[config.mk]
export PLATFORM = sky130hd
export DESIGN_NAME = io_interval_timer
export DESIGN_NICKNAME = d
export VERILOG_FILES = /design/src/rtl/io_interval_timer.sv
export SDC_FILE = /design/constraint.sdc
export NUM_CORES = 1
export LEC_CHECK = 0
export ABC_CLOCK_PERIOD_IN_PS = 10000
export BUFFER_PORTS_ARGS = -buffer_cell sky130_fd_sc_hd__clkbuf_2
export CAP_MARGIN = 20
export CORE_AREA = 2 2 99 148
export CTS_CLUSTER_DIAMETER = 150
export DETAILED_ROUTE_END_ITERATION = 12
export DIE_AREA = 0 0 101 150
export GPL_TIMING_DRIVEN = 0
export PLACE_DENSITY = 0.76
export REMOVE_ABC_BUFFERS = 1
export SLEW_MARGIN = 15
export SYNTH_ARGS = -nofsm -noshare
export SYNTH_HDL_FRONTEND = slang
export SYNTH_SLANG_ARGS = --single-unit
export TNS_END_PERCENT = 100
[constraint.sdc]
create_clock -name clk -period 10 [get_ports clk]
set_input_delay 2 -clock clk [delete_from_list [all_inputs] [get_ports clk]]
set_output_delay 2 -clock clk [all_outputs]
set_load 0.05 [all_outputs]
[src/rtl/io_interval_timer.sv]
// io_interval_timer: io-bus interval timer with prescaler, sticky expiry flag and level irq.
// Optional 64-bit cycle counter at +0x14/+0x18 when IO_INTERVAL_TIMER_CYCLE_COUNTER_EN is defined.
module io_interval_timer #(
    parameter logic [31:0] BASE_ADDRESS   = 32'h30,
    parameter int          PRESCALE_WIDTH = 16
) (
    input  logic        clk,
    input  logic        reset,
    input  logic        io_write_en,
    input  logic        io_read_en,
    input  logic [31:0] io_address,
    input  logic [31:0] io_write_data,
    output logic [31:0] io_read_data,
    output logic        timer_irq
);
    logic [31:0] w_off, w_rdata;
    logic [2:0]  w_idx;
    logic        w_hit, w_wr, w_wr_ctrl, w_wr_reload, w_wr_count, w_wr_status, w_wr_presc;
    logic        w_tick, w_expire, w_en_rise;
    logic        r_enable, r_auto, r_irq_en, r_expired;
    logic [31:0] r_reload, r_count, r_rdata;
    logic [PRESCALE_WIDTH-1:0] r_prescale, r_pcnt;

    assign w_off       = io_address - BASE_ADDRESS;
    assign w_hit       = (w_off < 32'h20) && (w_off[1:0] == 2'b00);
    assign w_idx       = w_off[4:2];
    assign w_wr        = io_write_en && w_hit;
    assign w_wr_ctrl   = w_wr && (w_idx == 3'd0);
    assign w_wr_reload = w_wr && (w_idx == 3'd1);
    assign w_wr_count  = w_wr && (w_idx == 3'd2);
    assign w_wr_status = w_wr && (w_idx == 3'd3);
    assign w_wr_presc  = w_wr && (w_idx == 3'd4);
    assign w_tick      = r_enable && (r_pcnt == '0);
    assign w_expire    = w_tick && (r_count == 32'd0);
    assign w_en_rise   = w_wr_ctrl && io_write_data[0] && !r_enable;
    assign io_read_data = r_rdata;
    assign timer_irq    = r_expired && r_irq_en;

`ifdef IO_INTERVAL_TIMER_CYCLE_COUNTER_EN
    logic [63:0] r_cyc;
    logic [31:0] r_shadow;
    always_ff @(posedge clk or posedge reset) begin
        if (reset) begin
            r_cyc    <= 64'd0;
            r_shadow <= 32'd0;
        end else begin
            r_cyc <= r_cyc + 64'd1;
            if (io_read_en && w_hit && (w_idx == 3'd5)) r_shadow <= r_cyc[63:32];
        end
    end
`else
    logic w_unused;
    assign w_unused = io_read_en;
`endif

    always_comb begin
        w_rdata = 32'd0;
        if (w_hit) begin
            case (w_idx)
                3'd0:    w_rdata = {29'd0, r_irq_en, r_auto, r_enable};
                3'd1:    w_rdata = r_reload;
                3'd2:    w_rdata = r_count;
                3'd3:    w_rdata = {31'd0, r_expired};
                3'd4:    w_rdata = {{(32-PRESCALE_WIDTH){1'b0}}, r_prescale};
`ifdef IO_INTERVAL_TIMER_CYCLE_COUNTER_EN
                3'd5:    w_rdata = r_cyc[31:0];
                3'd6:    w_rdata = r_shadow;
`endif
                default: w_rdata = 32'd0;
            endcase
        end
    end

    always_ff @(posedge clk or posedge reset) begin
        if (reset) begin
            r_enable   <= 1'b0;
            r_auto     <= 1'b0;
            r_irq_en   <= 1'b0;
            r_expired  <= 1'b0;
            r_reload   <= 32'd0;
            r_count    <= 32'd0;
            r_rdata    <= 32'd0;
            r_prescale <= '0;
            r_pcnt     <= '0;
        end else begin
            r_rdata <= w_rdata;
            if (w_wr_ctrl) begin
                r_enable <= io_write_data[0];
                r_auto   <= io_write_data[1];
                r_irq_en <= io_write_data[2];
            end else if (w_expire && !r_auto) begin
                r_enable <= 1'b0;
            end
            if (w_wr_reload) r_reload <= io_write_data;
            if (w_wr_presc) r_prescale <= io_write_data[PRESCALE_WIDTH-1:0];
            // a COUNT write discards a coincident tick; expiry reloads from the pre-edge reload value
            if (w_wr_count) r_count <= io_write_data;
            else if (w_tick) r_count <= (r_count != 32'd0) ? r_count - 32'd1 : (r_auto ? r_reload : 32'd0);
            if (w_wr_count || w_en_rise) r_pcnt <= r_prescale;
            else if (r_enable) r_pcnt <= (r_pcnt == '0) ? r_prescale : r_pcnt - PRESCALE_WIDTH'(1);
            if (w_expire) r_expired <= 1'b1;
            else if (w_wr_status && io_write_data[0]) r_expired <= 1'b0;
        end
    end
endmodule

# After elaboration in Yosys (flattened, before gate mapping)
# Cells that the tools add are included.
# totals
in_bits,68
word_cells,56
latch_bits,0
ram_bits,0
output_inout_bits,33
mem_bits_ro,0
register_bits,132
n_memories,0
# classes
mul,0
eq_ne,4
order_cmp,1
bitwise_logic,0
add_sub_neg,3
muxes,13
reduce_logical,26
shifts,0
div_mod_pow,0
# ops
op,count
2-to-1 mux 32 bit,5
case mux 32 bit (5 select lines),1
2-to-1 mux 16 bit,3
zero test 32 bit,1
< comparator 32 x 6 -> 1 bit (second input constant),1
nonzero test 32 bit,1
subtractor 32 x 1 -> 32 bit (second input constant),1
subtractor 32 x 6 -> 32 bit (second input constant),1
zero test 16 bit,1
subtractor 16 x 1 -> 16 bit (second input constant),1
logical AND 1 bit,14
nonzero test 2 bit,4
== test 3 x 2 -> 1 bit (second input constant),2
2-to-1 mux 1 bit,4
== test 3 x 1 -> 1 bit (second input constant),1
== test 3 bit (second input constant),1
zero test 3 bit,1
zero test 1 bit,2
zero test 2 bit,1
logical OR 1 bit,1

# Longest topological paths before layout
# depth
word_depth,9
depth_mapped,11
depth_no_buf,9

# Worst setup path after synthesis
# OpenSTA, ideal clock, no wires.
# synth_timing
path_type,input -> register
from,input port io_address[9]
to,register r_enable
path_buffers,1
t_arrival_ns,5.098
setup_ns,0.128
path_stages,9
setup_slack_ns,4.774
path_cell_list,or4_1 -> clkbuf_1 -> or4_1 -> nor4_1 -> nor3_1 -> a2111oi_4 -> or3b_1 -> or3_1 -> mux2_1
# synth_between
elab_chain_cells,6
elab_cells_between_ends,7
# synth_lines
item,line_no,text
start: declaration,11,"input logic [31:0] io_address,"
subtractor 32 x 6 -> 32 bit *,24,assign w_off = io_address - BASE_ADDRESS;
< comparator 32 x 6 -> 1 bit *,25,assign w_hit = (w_off < 32'h20) && (w_off[1:0] == 2'b00);
logical AND 1 bit *,25,
logical AND 1 bit *,27,assign w_wr = io_write_en && w_hit;
logical AND 1 bit *,28,assign w_wr_ctrl = w_wr && (w_idx == 3'd0);
2-to-1 mux 1 bit / nonzero test 2 bit (equally long branches),-,
end signal: assignment,88,r_enable <= io_write_data[0];
end: declaration,20,"logic r_enable, r_auto, r_irq_en, r_expired;"
# Mark *: on every way between the ends. The rest lies on a longest branch, timed or not.
# A chain may end at the register's enable or synchronous reset.

# Worst setup path after layout
# layout_timing
from,input port io_address[4]
to,register r_reload[6]
# layout_between
elab_chain_cells,5
elab_cells_between_ends,6
# layout_lines
item,line_no,text
subtractor 32 x 6 -> 32 bit *,24,
< comparator 32 x 6 -> 1 bit,25,
logical AND 1 bit,25,
logical AND 1 bit,27,
logical AND 1 bit *,29,assign w_wr_reload = w_wr && (w_idx == 3'd1);
end signal: assignment,94,if (w_wr_reload) r_reload <= io_write_data;
end: declaration,21,"logic [31:0] r_reload, r_count, r_rdata;"
# Marked as above.

==> impl_metrics.json <==
{
  "area_growth_pct": 18.96,
  "setup_violations": 0,
  "period_needed_ns": 5.655,
  "finClkSkew_ns": 0.01071,
  "first_pass_iters": 5,
  "p_leak_nw": 3.959,
  "core_um2": 13930,
  "tns_ns": 0,
  "routabilityCongestion": 0.9145,
  "dp_cells": 1055,
  "clock.fmax_ghz": 0.1768,
  "cp.required_ns": 10.30,
  "rsz0062_at_grt": "false",
  "hold_viol": 0,
  "cp_cell_sequence": "clkbuf_2, ha_1, or4_1, nor4_1, nor3_1, a2111oi_4, nand4b_1, buf_8, buf_6, mux2_2",
  "synth_edf_count": 0,
  "relSlewSlack_pct": 29.07,
  "cts_tree": "built",
  "grt_use_total_pct": 26.73,
  "io_buffers": 99,
  "antennaDiodeCount": 0,
  "synth-async-reset-ratio_pct": 100.0,
  "die_area_um2": 15150,
  "slowest_delay_ns": 0.66,
  "path_class": "primary input to flop",
  "power.density_nw_per_um2": 146.3,
  "max_slew.worst_pin.slew_ns": 1.062,
  "r2r_slack_ns": 6.73,
  "grt_start_max_net_pins": 110,
  "grt_pass1_vias": 6652,
  "htreeDepth": 4,
  "most-common-layout-cells": "dfrtp_1, nor2_1, clkbuf_2",
  "drt_iter0_markers": 429,
  "antenna_found_initial": 0,
  "dieHeight_um": 150,
  "avgViaCountPerCell": 6.250,
  "post_cts_resized": 0,
  "crit_slowest_cell": "nand4b_1",
  "initial_core_util_pct": 53.82,
  "cap_violations": 0,
  "min-delay-start": "r_reload[30]",
  "whs_path_depth": 2,
  "postRouteAntennaNets": 0,
  "path_clk_slew_ns": 0.06,
  "cpLargestDelayFamily": "simple AND/OR/NAND/NOR gates",
  "ys_types": 59,
  "cts_inserted_buffers": 17,
  "slew_violations": 0,
  "yosys_warnings": 0,
  "crit_arrival_ns": 5.96,
  "final_util_pct": 64.03,
  "finalCritPeriodShare_pct": 56.55,
  "placementRows": 53,
  "synthFlopType": "dfrtp_1",
  "start_kind": "primary input",
  "syn_inst": 830,
  "grt_pass1_wl_um": 32040,
  "syn_avg_cell_area_um2": 9.030,
  "drive_gt1_share_pct": 23.24,
  "fillerInstances": 1179,
  "fin_cells": 1086,
  "peakVddDrop_uv": 101.7,
  "wl_per_cell_um": 17.80,
  "total_power_mw": 1.304,
  "ys_ff_latch": 132,
  "post_cts_buffers": 0,
  "reg2reg_depth": 8,
  "io_pins": 101,
  "regToRegEndpoint": "r_count[22]",
  "drc": 0,
  "syn_area_um2": 7495,
  "hold_buffers": 0,
  "min_path_type": "flop to flop",
  "synth-seq-area-share_pct": 44.07,
  "r2r_start": "r_count[20]",
  "clock_path_buffers": 2,
  "die_w_um": 101,
  "layout_commonest_cell": "dfrtp_1",
  "status": "finished clean",
  "nets": 982,
  "dp_hpwl_um": 13480,
  "whs_endpoint": "r_reload[30]",
  "clock_latency_ns": 0.42,
  "cts_sinks": 132,
  "cp_max_fo": 33,
  "end_kind": "flop",
  "wirelength_um": 19330,
  "vias": 6788,
  "root_buffer": "clkbuf_16",
  "gr-total-overflow": 0,
  "cp_num_buf_inv": 3
}
-- kinds of logic (layout without fill, tap and decap cells) --
logic type | Yosys count | count (layout) | synth area share, %
AND/OR/NAND/NOR | 293 | 293 | 19.18
AO/OA/AOI/OAI | 246 | 246 | 20.89
flip-flops | 132 | 132 | 44.07
buffers and inverters | 78 | 169 | 3.940
multiplexers | 75 | 75 | 10.97
adder cells (fa/ha/maj) | 5 | 5 | 0.8347
XOR/XNOR | 1 | 1 | 0.1169
-- Yosys cell counts, types with 5 or more instances --
| cell type | instances | share of area (%) |
|---|---|---|
| dfrtp_1 | 132 | 44 |
| nor2_1 | 105 | 5.3 |
| a21oi_1 | 87 | 5.8 |
| mux2_2 | 55 | 8.3 |
| nand2_1 | 51 | 2.6 |
| clkbuf_1 | 44 | 2.2 |
| o21ai_0 | 41 | 2.7 |
| a22oi_1 | 32 | 3.2 |
| inv_1 | 28 | 1.4 |
| nor3_1 | 26 | 1.7 |
| nor4_1 | 21 | 1.8 |
| mux2i_1 | 18 | 2.4 |
| o22ai_1 | 18 | 1.5 |
| nand3_1 | 17 | 1.1 |
| a31oi_1 | 14 | 1.2 |
| a22o_1 | 11 | 1.3 |
| or3_1 | 11 | 0.92 |
| and3_1 | 9 | 0.75 |
| or4_1 | 8 | 0.80 |
| and2_1 | 7 | 0.58 |
| nand4_1 | 7 | 0.58 |
| nand4b_1 | 7 | 0.82 |
| a2bb2oi_1 | 6 | 0.70 |
| nand2b_1 | 6 | 0.50 |
| ha_1 | 5 | 0.83 |
-- flip-flops by register name, indices dropped and copies added, names as in the netlist --
register	count
r_count	32
r_prescale	16
r_irq_en	1
r_pcnt	16
r_reload	32
r_auto	1
r_expired	1
r_enable	1
io_read_data	32
-- through the flow --
| step | worst slack (ns) | area, um^2 | hold slack, ns |
|---|---|---|---|
| finish | 4.345 | 8916 | 0.5122 |
| global placement | 2.483 | 8006 | 0.4902 |
| detailed placement | 3.895 | 8245 | 0.4990 |
| global route | 4.046 | 8916 | 0.5383 |
| CTS | 4.343 | 8916 | 0.5124 |
| floorplan | 3.827 | 7305 | 0.4705 |
-- worst max-delay path by stage --
stage,from,endpoint,slack [ns],depth (start not counted)
2_1_floorplan,io_address[9],r_count[13],3.83,7
3_3_place_gp,io_address[4],r_count[4],2.48,8
3_5_place_dp,io_address[4],r_reload[6],3.89,10
4_1_cts,io_address[4],r_reload[6],4.34,10
5_1_grt,io_address[4],r_reload[9],4.05,10
6_report,io_address[4],r_reload[6],4.34,10
-- tightest hold or removal path, delay by kind of cell, from the launching register on --
family / cells / cell delay [ns]
AO/OA/AOI/OAI: 1 / 0.06
flip-flops: 1 / 0.36
AND/OR/NAND/NOR: 1 / 0.05
-- where the power goes --
| part | leakage, nW | switching [mW] | total (mW) | internal, mW |
|---|---|---|---|---|
| Sequential | 1.68 | 0.00000000718 | 0.534 | 0.534 |
| Combinational | 1.96 | 0.0395 | 0.0603 | 0.0208 |
| Clock | 0.322 | 0.237 | 0.709 | 0.472 |
-- per-layer routing --
metal	vias up	global-route usage, %	share of wire (%)
met5	-	0	0
met4	0	9.730	2.0
met3	37	5.371	4.6
met2	222	46.90	53
met1	3296	32.23	40
li1	3233	-	-
-- area by class of cell --
| cell class | count | area [um^2] | area share, % |
|---|---|---|---|
| Timing Repair Buffer | 110 | 683.2 | 7.662 |
| Inverter | 28 | 112.6 | 1.263 |
| Clock buffer | 18 | 439.2 | 4.926 |
| Tap cell | 165 | 206.4 | 2.315 |
| Clock inverter | 13 | 231.5 | 2.596 |
| Sequential cell | 132 | 3303 | 37.05 |
| Multi-Input combinational cell | 620 | 3940 | 44.19 |
Power figures use the tool's default switching activity.
